$ cat config.mk
export PLATFORM = sky130hd
export DESIGN_NAME = qarma_loader
export DESIGN_NICKNAME = d
export VERILOG_FILES = /design/src/rtl/qarma_pkg.sv /design/src/rtl/qarma_loader.sv
export SDC_FILE = /design/constraint.sdc
export NUM_CORES = 1
export LEC_CHECK = 0
export ABC_CLOCK_PERIOD_IN_PS = 7850
export CAP_MARGIN = 0
export CORE_AREA = 5 5 189 191
export DETAILED_ROUTE_END_ITERATION = 8
export DIE_AREA = 0 0 194 196
export HOLD_SLACK_MARGIN = 0.08
export PLACE_DENSITY = 0.73
export SYNTH_ARGS = -nofsm -noshare
export SYNTH_HDL_FRONTEND = slang
export SYNTH_SLANG_ARGS = --single-unit
$ cat constraint.sdc
create_clock -name clk -period 7.85 [get_ports clk]
set_input_delay 1.57 -clock clk [delete_from_list [all_inputs] [get_ports clk]]
set_output_delay 1.57 -clock clk [all_outputs]
set_load 0.1 [all_outputs]
$ cat src/rtl/qarma_pkg.sv
// qarma_pkg: shared widths and loader state encoding for the QARMA operand loader
package qarma_pkg;
    localparam int N         = 64;
    localparam int WORD_W    = 32;
    localparam int NUM_WORDS = 10;
    localparam int KEY_WORDS = 4;
    typedef enum logic [1:0] {S_IDLE, S_LOAD, S_WAIT, S_DONE} ld_state_t;
endpackage

$ cat src/rtl/qarma_loader.sv
// qarma_loader: streams 32-bit operand words into the cipher core registers and captures its result
module qarma_loader
    import qarma_pkg::*;
#(
    parameter int LAT = 2
) (
    input  logic              clk,
    input  logic              rst,
    input  logic              cmd_valid,
    output logic              cmd_ready,
    input  logic              cmd_enc,
    input  logic              cmd_keep_key,
    input  logic              wr_valid,
    output logic              wr_ready,
    input  logic [WORD_W-1:0] wr_data,
    output logic              enc,
    output logic [N-1:0]      K0,
    output logic [N-1:0]      K1,
    output logic [N-1:0]      P,
    output logic [N-1:0]      T0,
    output logic [N-1:0]      T1,
    input  logic [N-1:0]      core_c,
    output logic              res_valid,
    input  logic              res_ready,
    output logic [N-1:0]      res_data,
    output logic              busy
);
    localparam int CW = $clog2(LAT + 2);
    localparam logic [3:0] LAST_IDX = 4'(NUM_WORDS - 1);
    localparam logic [3:0] KEY_IDX  = 4'(KEY_WORDS - 1);

    ld_state_t         state, state_n;
    logic [3:0]        idx;
    logic [CW-1:0]     cnt;
    logic              key_loaded;
    logic [WORD_W-1:0] ops [NUM_WORDS];
    logic              cmd_fire, wr_fire;

    assign cmd_fire = cmd_valid && cmd_ready;
    assign wr_fire  = wr_valid && wr_ready;

    assign K0 = {ops[1], ops[0]};
    assign K1 = {ops[3], ops[2]};
    assign P  = {ops[5], ops[4]};
    assign T0 = {ops[7], ops[6]};
    assign T1 = {ops[9], ops[8]};

    // State register
    always_ff @(posedge clk) begin
        if (rst) state <= S_IDLE;
        else     state <= state_n;
    end

    // Next state and handshake outputs, all derived from registered state only
    always_comb begin
        state_n   = state;
        cmd_ready = state == S_IDLE;
        wr_ready  = state == S_LOAD;
        res_valid = state == S_DONE;
        busy      = state != S_IDLE;
        case (state)
            S_IDLE:  if (cmd_valid) state_n = S_LOAD;
            S_LOAD:  if (wr_valid && idx == LAST_IDX) state_n = S_WAIT;
            S_WAIT:  if (cnt == CW'(1)) state_n = S_DONE;
            S_DONE:  if (res_ready) state_n = S_IDLE;
            default: state_n = S_IDLE;
        endcase
    end

    // Operand, index, latency counter and result capture registers
    always_ff @(posedge clk) begin
        if (rst) begin
            idx        <= '0;
            cnt        <= '0;
            key_loaded <= 1'b0;
            enc        <= 1'b0;
            res_data   <= '0;
            for (int i = 0; i < NUM_WORDS; i++) ops[i] <= '0;
        end else begin
            if (cmd_fire) begin
                enc <= cmd_enc;
                idx <= (cmd_keep_key && key_loaded) ? 4'(KEY_WORDS) : 4'd0;
            end
            if (wr_fire) begin
                ops[idx] <= wr_data;
                idx      <= idx + 4'd1;
                if (idx == KEY_IDX)  key_loaded <= 1'b1;
                if (idx == LAST_IDX) cnt <= CW'(LAT + 1);
            end
            if (state == S_WAIT) begin
                cnt <= cnt - CW'(1);
                if (cnt == CW'(1)) res_data <= core_c;
            end
        end
    end
endmodule

* After elaboration in Yosys (flattened, before gate mapping)
Memory sizes are Yosys's and may differ from the RTL's.
Cells that the tools add are included.
** Storage, ports and cells
- Flip-flop bits (word level) :: 74
- Bits in writable memories :: 320
- Bits of input ports :: 103
- Output and inout bits :: 389
- Word-level logic and storage cells :: 52
- Memories :: 1
** Operators by class
- Add/sub/neg operators :: 2
- Equal/unequal tests :: 10
- Mux-type cells :: 19
- Reduce and logical (&&, ||, !) cells :: 14
** Memories
- ops :: words 10, width 32, rd ports 10, clocked after memory_dff 0, wr ports 10, RTL line qarma_loader.sv:36 : logic [WORD_W-1:0] ops [NUM_WORDS];
** Operators by type and width (number)
- 32-bit two-way mux :: 1
- 32-bit OR reduction :: 1
- 2-bit two-way mux :: 7
- 4-bit two-way mux :: 3
- 2-bit one-hot mux with 4 select lines :: 1
- 2-bit nonzero test :: 4
- 1-bit two-way mux :: 6
- 2-bit AND reduction :: 3
- 4-bit by 1-bit adder with 4-bit output, second input constant :: 1
- 2-bit by 1-bit == test with 1-bit output, second input constant :: 2
- 2-bit == test, second input constant :: 2
- 4-bit by 2-bit == test with 1-bit output, second input constant :: 1
- 4-bit == test, second input constant :: 1
- 1-bit logical AND :: 4
- 2-bit by 1-bit != test with 1-bit output, second input constant :: 2
- 2-bit != test, second input constant :: 2
- 4-bit AND reduction :: 1
- 3-bit two-way mux :: 1
- 2-bit zero test :: 1
- 2-bit by 1-bit subtractor with 2-bit output, second input constant :: 1

* Longest topological paths before layout
Gate-level depths: netlist of run 1.
- Word-level depth :: 7
- Gate-level depth with buffers :: 8

* Worst setup path before layout of run 1
No wires, ideal clock.
- Path type :: input to register
- From :: input port rst
- To :: memory ops[0][0], enable pin
- Library setup time :: 428 ps
- Data arrival time :: 3755 ps
- Slack :: 3667 ps
- Stages :: 5
- Buffers on the path :: 2
- Cell sequence :: and3b_1 -> buf_2 -> buf_2 -> nand2_1 -> o21bai_1
** RTL lines
- start, declared :: RTL line qarma_loader.sv:8 : input logic rst,
- end, declared :: RTL line qarma_loader.sv:36

==> flow_summary_export.csv, run 1 <==
group,metric,value,unit
power_and_ir_drop,p_comb_frac,0.220,
synth,yosysUniqueCellTypes,38,
setup_path,crit_type,"in -> reg",
detailed_routing,drt-pass1-iter-count,6,
clock_network,cts_resized,0,
sta,skew,11.2,ps
clock_network,cts-root-buf,"clkbuf_16",
clock_network,clock_sinks,394,
sta,fin_crit_sh,0.543,
power_and_ir_drop,intPower,3660,uW
global_routing,grt_usage,0.228,
synth,syn-instance-count,1112,
setup_path,cp-end-kind,"flip-flop",
clock_network,path_clk_slew,60,ps
setup_path,worstPathArrival,4400,ps
synth,syn_area,0.0145,sq mm
synth,synth_seq_cells,394,
setup_path,critPathLaunchType,"primary input",
power_and_ir_drop,p_clk_frac,0.338,
layout,fin_nets,1701,
detailed_routing,route.met3.wl,4.46,mm
detailed_routing,final_antenna_net_count,0,
detailed_routing,wl_per_cell,21.8,um
layout,regArea,0.0111,sq mm
global_routing,grt_pass1_wl,65.9,mm
detailed_routing,met2_length,23.6,mm
layout,mostFrequentLayoutCells,"490 x clkdlybuf4s50_1, 320 x edfxtp_1, 227 x nor2_1",
detailed_routing,drt_wl_total,45.2,mm
floorplan,die_h,196,um
placed_design,place.gp.congestion,0.891,
setup_path,path_max_fanout,71,
global_routing,antenna_found_initial,1,
placed_design,place_ws,3050,ps
run,max-cap-violations,0,
floorplan,die-area,0.0380,sq mm
sta,rsz0062_at_grt,"no",
power_and_ir_drop,p_switching,1770,uW
clock_network,ctsHoldBuffers,0,
layout,fin_cells,2076,
layout,multi_input_area,0.00296,sq mm
power_and_ir_drop,vdd_drop_max,0.349,mV
layout,post_route_cells_drive_above_1_share,0.0568,
layout,num-fill-cells,2566,
layout,insertedDiodeCount,0,
layout,layout_commonest_cell,"clkdlybuf4s50_1",
synth,yosysSeqAreaShare,0.766,
status,status,"completed",
floorplan,ios,492,
sta,min_period,4260,ps
setup_path,critPathRequiredTime,7980,ps
clock_network,htree_num_levels,2,
power_and_ir_drop,power,5430,uW
power_and_ir_drop,leakage,0.00749,uW
power_and_ir_drop,seq_power_share,0.442,
sta,slew_violations,0,
detailed_routing,highest_layer,"met5",
synth,synth_nets,1222,
clock_network,cts_made_buffers,40,
floorplan,fp.dieW,194,um
floorplan,design.core.area,0.0339,sq mm
power_and_ir_drop,switching_share,0.326,
sta,fmax,235,MHz
power_and_ir_drop,power_density,258,mW/mm^2
sta,worst_pin_slew,1170,ps
hold_path,worstHoldPathType,"reg -> reg",
sta,hold_viol,0,
global_routing,grt_overflow,0,
placed_design,dp_hpwl,33.4,mm
floorplan,std_cell_rows,68,
placed_design,placed_cells,2004,
placed_design,portBuffers,491,
detailed_routing,m1WireLength,15.4,mm
synth,yosysWarnings,0,
clock_network,cts_setup_buffers,0,
global_routing,grt_pass1_vias,10400,
clock_network,cts_tree,"built",
sta,setup_viol,0,
global_routing,grt_max_degree,76,
sta,setup_ws,3590,ps
layout,area_growth,45.1,%
detailed_routing,via_per_inst,4.97,
detailed_routing,first_iter_violations,704,
floorplan,initial_core_util,0.426,
sta,slew_headroom,0.219,
synth,syn_area_per_cell,13.0,sq um
clock_network,clk_path_buf_depth,3,
detailed_routing,vias,10300,
detailed_routing,drc,0,
clock_network,clk_latency,530,ps
sta,setup_tns,0,ps
## flip-flops by register name (all words and copies together) (netlist names)
signal      count
res_data       64
idx             4
enc             1
ops           320
state           2
cnt             2
key_loaded      1
## path summary, 6_finish.rpt
check                            startpoint                         to  slack (ps)  depth (start not counted)
setup / recovery                   wr_valid   ops[1][12]$_SDFFCE_PN0P_        3590                          4
hold / removal    res_data[41]$_SDFFE_PP0P_  res_data[41]$_SDFFE_PP0P_         450                          2
setup reg to reg      state[0]$_SDFFE_PP0P_   ops[1][12]$_SDFFCE_PN0P_        4470                          4
hold reg to reg   res_data[41]$_SDFFE_PP0P_  res_data[41]$_SDFFE_PP0P_         450                          2
## logic make-up after synthesis
| kind of cell | count (synthesis) | synth area share |
|---|---|---|
| AO/OA/AOI/OAI | 83 | 0.0326 |
| adder cells (fa/ha/maj) | 7 | 0.00605 |
| buffers and inverters | 101 | 0.0339 |
| flip-flops | 394 | 0.766 |
| multiplexers | 3 | 0.00207 |
| AND/OR/NAND/NOR | 524 | 0.159 |
## cell usage after synthesis
master | instances | area, sq um
nor2_1 | 228 | 856
a31oi_1 | 2 | 12.5
nand4b_1 | 4 | 35.0
a2bb2oi_1 | 1 | 8.76
edfxtp_1 | 320 | 9610
nand2b_1 | 6 | 37.5
a211oi_1 | 2 | 15.0
ha_1 | 7 | 87.6
buf_4 | 1 | 7.51
and4b_4 | 1 | 13.8
o21ai_0 | 1 | 5.00
nor3_1 | 1 | 5.00
a2111oi_2 | 1 | 15.0
buf_2 | 32 | 160
and3b_1 | 2 | 17.5
a41o_1 | 1 | 10.0
nand3_1 | 34 | 170
mux2i_1 | 3 | 30.0
nand2_2 | 10 | 62.6
or2_1 | 2 | 12.5
a22oi_1 | 1 | 7.51
a31o_2 | 1 | 8.76
and2b_1 | 1 | 7.51
a311oi_1 | 2 | 17.5
nor3_2 | 1 | 10.0
o21bai_1 | 5 | 37.5
nor2b_1 | 6 | 37.5
buf_6 | 9 | 101
inv_1 | 37 | 139
nand3b_1 | 3 | 22.5
or3_1 | 1 | 6.26
a41oi_1 | 1 | 8.76
dfxtp_1 | 74 | 1480
nand2_1 | 157 | 589
and2_1 | 66 | 413
a21oi_1 | 65 | 325
and4_4 | 1 | 11.3
clkbuf_1 | 22 | 82.6
## power groups by stage
| stage | Clock, uW | Combinational [uW] | Sequential, uW |
|---|---|---|---|
| 2_1_floorplan | 0 | 259 | 3060 |
| 3_3_place_gp | 0 | 1190 | 2440 |
| 3_5_place_dp | 0 | 1200 | 2450 |
| 4_1_cts | 1860 | 1200 | 2400 |
| 5_1_grt | 1950 | 1230 | 2410 |
| 6_report | 1830 | 1190 | 2400 |
## critical path, stage by stage
cell and delay [ps]:
clkdlybuf4s50_1 560, and3b_4 880, nand2_1 400, o21bai_4 930
## per-layer routing
| metal | global-route usage | vias to the layer above |
|---|---|---|
| li1 | - | 4734 |
| met1 | 0.243 | 4917 |
| met2 | 0.421 | 562 |
| met3 | 0.0747 | 102 |
| met4 | 0.0815 | 2 |
| met5 | 0 | - |
## through the flow
step / util / cell area [sq um] / hold WS [ps]
4_1_cts: 0.619 / 21000 / 454
3_3_place_gp: 0.582 / 19700 / 441
2_1_floorplan: - / 14500 / 437
3_5_place_dp: 0.582 / 19700 / 448
6_report: 0.619 / 21000 / 452
5_1_grt: 0.619 / 21000 / 475
## final cells by class
class / instances / share of cell area
sequential: 394 / 0.528
timing repair buffer: 501 / 0.237
clock buffer: 47 / 0.0494
tap: 455 / 0.0271
multi-input combinational: 617 / 0.141
clock inverter: 25 / 0.0107
inverter: 37 / 0.00661
Note: power is estimated with default switching activity, not from simulation.
==> run 2: changes to the inputs <==
- ABC_CLOCK_PERIOD_IN_PS: 7850 -> 3800
- CORE_AREA: 5 5 189 191 -> unset
- CORE_MARGIN: unset -> 5
- CORE_UTILIZATION: unset -> 41
- DIE_AREA: 0 0 194 196 -> unset
- clock period: 7.85 -> 3.8 ns (I/O delays scaled with it)
==> run 2 against run 1 <==
Compared with the run above:
- critical path depth fell by 3
- largest power group unchanged
- sequential share of layout area is 0.41 points lower
- clock power increased by 110%
- non-clock buffer count increased by 15
- die area grew 3.0%
- sequential cell count did not move
- global-route usage shrank 0.64 points
==> flow_summary_export.csv, run 2 (synthesis results as in run 1) <==
group,metric,value,unit
sta,slew_headroom,0.275,
placed_design,dp_hpwl,32.4,mm
setup_path,worstPathArrival,2140,ps
floorplan,die-area,0.0392,sq mm
detailed_routing,vias,10300,
setup_path,worstSetupPathDepth,1,
floorplan,fp.dieW,198,um
global_routing,grt_pass1_vias,10300,
layout,reg_top3,"ops: 320 flops, res_data: 64 flops, idx: 4 flops",
setup_path,crit_path_end,"T1[22]",
clock_network,htree_num_levels,2,
sta,min_period,2900,ps
status,status,"completed",
floorplan,die_h,198,um
detailed_routing,drc,0,
sta,setup_viol,0,
clock_network,clk_latency,530,ps
clock_network,cts_tree,"built",
setup_path,cp_slowest_stage_delay,1190,ps
detailed_routing,drt-pass1-iter-count,5,
setup_path,worstRegToRegCells,6,
sta,rsz0062_at_grt,"no",
power_and_ir_drop,p_comb_frac,0.220,
power_and_ir_drop,intPower,7650,uW
detailed_routing,wl_per_cell,21.5,um
global_routing,antenna_found_initial,0,
setup_path,crit_buf_inv,1,
run,max-cap-violations,0,
setup_path,critPathRequiredTime,3040,ps
power_and_ir_drop,p_clk_frac,0.342,
setup_path,cp_cell_sequence,"clkdlybuf4s50_1",
floorplan,design.core.area,0.0347,sq mm
sta,setup_tns,0,ps
setup_path,cp-end-kind,"output port",
layout,post_route_cells_drive_above_1_share,0.0716,
power_and_ir_drop,seq_power_share,0.438,
layout,mostFrequentLayoutCells,"482 x clkdlybuf4s50_1, 320 x edfxtp_1, 227 x nor2_1",
power_and_ir_drop,power_density,534,mW/mm^2
setup_path,path_max_fanout,1,
floorplan,initial_core_util,0.417,
sta,skew,9.69,ps
layout,fin_nets,1717,
clock_network,clk_path_buf_depth,3,
detailed_routing,first_iter_violations,741,
sta,hold_viol,0,
clock_network,clock_sinks,394,
layout,regMostFlops,"ops",
clock_network,cts_made_buffers,41,
global_routing,grt_pass1_wl,65.3,mm
hold_path,worstHoldPathType,"reg -> reg",
clock_network,cts_setup_buffers,0,
layout,layout_commonest_cell,"clkdlybuf4s50_1",
global_routing,grt_usage,0.221,
sta,slew_violations,0,
power_and_ir_drop,leakage,0.00761,uW
setup_path,crit_type,"reg -> out",
placed_design,place.gp.congestion,0.828,
global_routing,grt_max_degree,65,
setup_path,critPathTopFamily,"buffers and inverters",
global_routing,grt_overflow,0,
clock_network,ctsHoldBuffers,0,
setup_path,critPathLaunchType,"flip-flop",
power_and_ir_drop,vdd_drop_max,0.820,mV
detailed_routing,final_antenna_net_count,0,
setup_path,reg2reg_from,"state[1]$_SDFFE_PP0P_",
power_and_ir_drop,p_switching,3660,uW
detailed_routing,drt_wl_total,45.0,mm
clock_network,path_clk_slew,60,ps
floorplan,ios,492,
setup_path,cp_slowest_cell,"clkdlybuf4s50_1",
clock_network,cts_resized,0,
clock_network,cts-root-buf,"clkbuf_16",
floorplan,std_cell_rows,68,
layout,largest_reg_flops,320,
layout,area_growth,46.3,%
setup_path,r2r_setup_slack,1570,ps
placed_design,portBuffers,491,
detailed_routing,via_per_inst,4.91,
layout,utilization,0.610,
power_and_ir_drop,switching_share,0.324,
sta,worst_pin_slew,1080,ps
sta,fmax,345,MHz
setup_path,crit_path_start,"ops[8][22]$_SDFFCE_PN0P_",
layout,insertedDiodeCount,0,
setup_path,reg2reg_to,"ops[0][15]$_SDFFCE_PN0P_",
sta,fin_crit_sh,0.762,
[run 2: cell count changes in the layout (fill, tap and decap cells not counted), moves of 2 or more]
| cell | before | now |
|---|---|---|
| buf_12 | 0 | 3 |
| buf_4 | 10 | 30 |
| clkdlybuf4s50_1 | 490 | 482 |
| clkinv_1 | 12 | 10 |
[run 2: final cells by class]
cell class,count,area (sq um)
tap,455,569
clock buffer,47,1050
clock inverter,23,236
fill,2668,13500
sequential,394,11100
inverter,37,139
timing repair buffer,516,5110
multi-input combinational,617,2980
[run 2: power by group through the flow]
stage / logic [uW] / clock network (uW) / registers, uW
after detailed placement: 2510 / 0 / 5040
after floorplan: 536 / 0 / 6320
after CTS: 2510 / 3910 / 4950
after global placement: 2490 / 0 / 5040
after global routing: 2570 / 4130 / 4970
final: 2490 / 3860 / 4950
[run 2: layer usage]
layer | vias to the layer above | GRT usage | part of all wire
met5 | - | 0 | 0
met4 | 0 | 0.0803 | 0.041
met3 | 89 | 0.0607 | 0.10
li1 | 4764 | - | -
met2 | 569 | 0.398 | 0.51
met1 | 4830 | 0.253 | 0.35
[run 2: worst min-delay path by stage]
stage                               from                   endpoint  cells after the start
2_1_floorplan    key_loaded$_SDFFE_PP0P_    key_loaded$_SDFFE_PP0P_                      2
3_3_place_gp   res_data[63]$_SDFFE_PP0P_  res_data[63]$_SDFFE_PP0P_                      2
3_5_place_dp   res_data[26]$_SDFFE_PP0P_  res_data[26]$_SDFFE_PP0P_                      2
4_1_cts        res_data[14]$_SDFFE_PP0P_  res_data[14]$_SDFFE_PP0P_                      2
5_1_grt        res_data[14]$_SDFFE_PP0P_  res_data[14]$_SDFFE_PP0P_                      2
6_report       res_data[14]$_SDFFE_PP0P_  res_data[14]$_SDFFE_PP0P_                      2
[run 2: per-stage QoR]
step                power, uW  setup slack (ps)  instance area (sq um)  std cells  hold WS, ps
finish                  11300               903                  21200       2089          451
global placement         7520              1030                  19900       2019          441
floorplan                6850              -150                  14500       1112          437
detailed placement       7550               949                  19900       2019          448
CTS                     11400               830                  21200       2089          453
global route            11700               812                  21200       2089          465
[run 2: worst min-delay path: cells and delay by family (launching register included)]
family	cells	cell delay [ps]
compound gates	1	50
simple gates	1	50
flops	1	300
==> run 3: changes to the inputs <==
- ABC_CLOCK_PERIOD_IN_PS: 3800 -> 2900
- CORE_AREA: unset -> 5 5 189 191
- CORE_MARGIN: 5 -> unset
- CORE_UTILIZATION: 41 -> unset
- DIE_AREA: unset -> 0 0 194 196
- clock period: 3.8 -> 2.9 ns (I/O delays scaled with it)
==> run 3 against run 2 <==
Compared with the run above:
- final cell count is 0.29% higher
- clock skew is 5.9 ps higher
- global-route usage is 0.52 points higher
- worst hold slack better by 2.4 ps
- power is 30% higher
- utilization is 1.2 points lower
- combinational power is 29% higher
==> flow_summary_export.csv, run 3 (synthesis results as in run 1) <==
group,metric,value,unit
clock_network,clock_sinks,394,
layout,insertedDiodeCount,0,
setup_path,cp_cell_sequence,"inv_1, ha_1, inv_1, buf_4",
layout,regMostFlops,"ops",
setup_path,reg2reg_to,"ops[4][7]$_SDFFCE_PN0P_",
placed_design,placed_area,0.0190,sq mm
detailed_routing,vias,10300,
sta,fmax,438,MHz
hold_path,holdPathStages,2,
power_and_ir_drop,leakage,0.00818,uW
setup_path,critPathLaunchType,"flip-flop",
layout,post_route_cells_drive_above_1_share,0.304,
sta,fin_crit_sh,0.787,
setup_path,cp_slowest_stage_delay,400,ps
sta,slew_violations,0,
setup_path,cp_common_cell,"inv_1",
layout,area_growth,40.3,%
floorplan,die_h,196,um
sta,slew_headroom,0.542,
clock_network,cts_tree,"built",
setup_path,critPathRequiredTime,2320,ps
floorplan,initial_core_util,0.426,
placed_design,dp_hpwl,32.1,mm
clock_network,ctsHoldBuffers,0,
sta,hold_viol,0,
clock_network,cts-root-buf,"clkbuf_16",
hold_path,worstHoldPathType,"reg -> reg",
sta,setup_viol,0,
hold_path,worstHoldStart,"res_data[2]$_SDFFE_PP0P_",
clock_network,path_clk_slew,60,ps
global_routing,antenna_found_initial,0,
sta,rsz0062_at_grt,"no",
clock_network,cts_resized,0,
layout,mostFrequentLayoutCells,"406 x buf_4, 320 x edfxtp_1, 227 x nor2_1",
detailed_routing,drc,0,
sta,worst_pin_slew,686,ps
placed_design,place.gp.congestion,0.847,
detailed_routing,via_per_inst,4.91,
layout,regArea,0.0111,sq mm
global_routing,grt_pass1_vias,10500,
setup_path,crit_type,"reg -> out",
detailed_routing,wl_per_cell,21.5,um
layout,largest_reg_flops,320,
setup_path,r2r_setup_slack,890,ps
setup_path,crit_buf_inv,3,
floorplan,design.core.area,0.0339,sq mm
floorplan,fp.dieW,194,um
setup_path,path_max_fanout,7,
layout,stdcell_area,0.0203,sq mm
sta,hold_ws,454,ps
hold_path,hold_path_end,"res_data[2]$_SDFFE_PP0P_",
clock_network,cts_made_buffers,40,
detailed_routing,drt-pass1-iter-count,4,
setup_path,worstPathArrival,1700,ps
layout,num-fill-cells,2642,
setup_path,reg2reg_from,"state[0]$_SDFFE_PP0P_",
layout,multi_input_area,0.00297,sq mm
sta,skew,15.6,ps
sta,setup_tns,0,ps
power_and_ir_drop,power_density,723,mW/mm^2
layout,layout_commonest_cell,"buf_4",
power_and_ir_drop,vdd_drop_max,0.539,mV
setup_path,cp_slowest_cell,"dfxtp_1",
placed_design,portBuffers,491,
setup_path,worstRegToRegCells,5,
clock_network,htree_num_levels,2,
global_routing,grt_pass1_wl,65.7,mm
layout,reg_top3,"ops: 320 flops, res_data: 64 flops, idx: 4 flops",
floorplan,std_cell_rows,68,
floorplan,ios,492,
clock_network,cts_setup_buffers,0,
global_routing,grt_max_degree,66,
detailed_routing,final_antenna_net_count,0,
setup_path,critPathTopFamily,"buffers and inverters",
sta,min_period,2280,ps
clock_network,clk_path_buf_depth,3,
layout,fin_nets,1718,
detailed_routing,first_iter_violations,775,
run,max-cap-violations,0,
global_routing,grt_usage,0.227,
floorplan,die-area,0.0380,sq mm
global_routing,grt_overflow,0,
detailed_routing,drt_wl_total,45.1,mm
setup_path,cp-end-kind,"output port",
status,status,"completed",
clock_network,clk_latency,520,ps
## run 3: cell count changes in the layout (fill, tap and decap cells not counted), sizes merged
cell	previous run	this run
inv	38	37
clkdlybuf4s50	482	101
clkinvlp	0	2
bufinv	4	3
buf	34	417
clkinv	18	17
clkbuf	47	52
## run 3: through the flow
stage	total power, uW	utilization	worst slack [ps]	instances
after CTS	14800	0.598	581	2095
after global routing	15100	0.598	510	2095
after global placement	9820	0.561	494	2021
final	14700	0.598	618	2095
after floorplan	8990	-	119	1112
after detailed placement	9840	0.561	432	2021
## run 3: metal layers
metal / share of wire / GRT usage / up-vias
met4: 0.039 / 0.0880 / 0
met5: 0 / 0 / -
met2: 0.51 / 0.404 / 543
li1: - / - / 4760
met1: 0.35 / 0.255 / 4896
met3: 0.096 / 0.0701 / 92
## run 3: cell type report
type / instances / share of cell area
inverters: 37 / 0.00684
clock inverters: 22 / 0.00918
repair buffers: 518 / 0.210
multi-input cells: 617 / 0.146
flip-flops and latches: 394 / 0.546
well taps: 455 / 0.0280
clock buffers: 52 / 0.0536
## run 3: how the worst max path moves through the flow
stage	from	endpoint	cells after the start
after detailed placement	wr_valid	ops[4][7]$_SDFFCE_PN0P_	5
after floorplan	state[1]$_SDFFE_PP0P_	ops[8][0]$_SDFFCE_PN0P_	6
final	state[0]$_SDFFE_PP0P_	busy	4
after CTS	state[0]$_SDFFE_PP0P_	busy	4
after global placement	wr_valid	ops[8][20]$_SDFFCE_PN0P_	5
after global routing	state[0]$_SDFFE_PP0P_	busy	4
## run 3: worst register-to-register path, delay by kind of cell, from the launching register on
family	cells	cell delay, ps
fa+ha+maj	1	310
flops	1	400
simple gates	3	750
buf+inv	1	410
## run 3: where the power goes
part	leakage, uW	switching (uW)	internal (uW)
registers	0.00390	122	6370
clock network	0.000618	2070	2920
logic	0.00366	2560	638
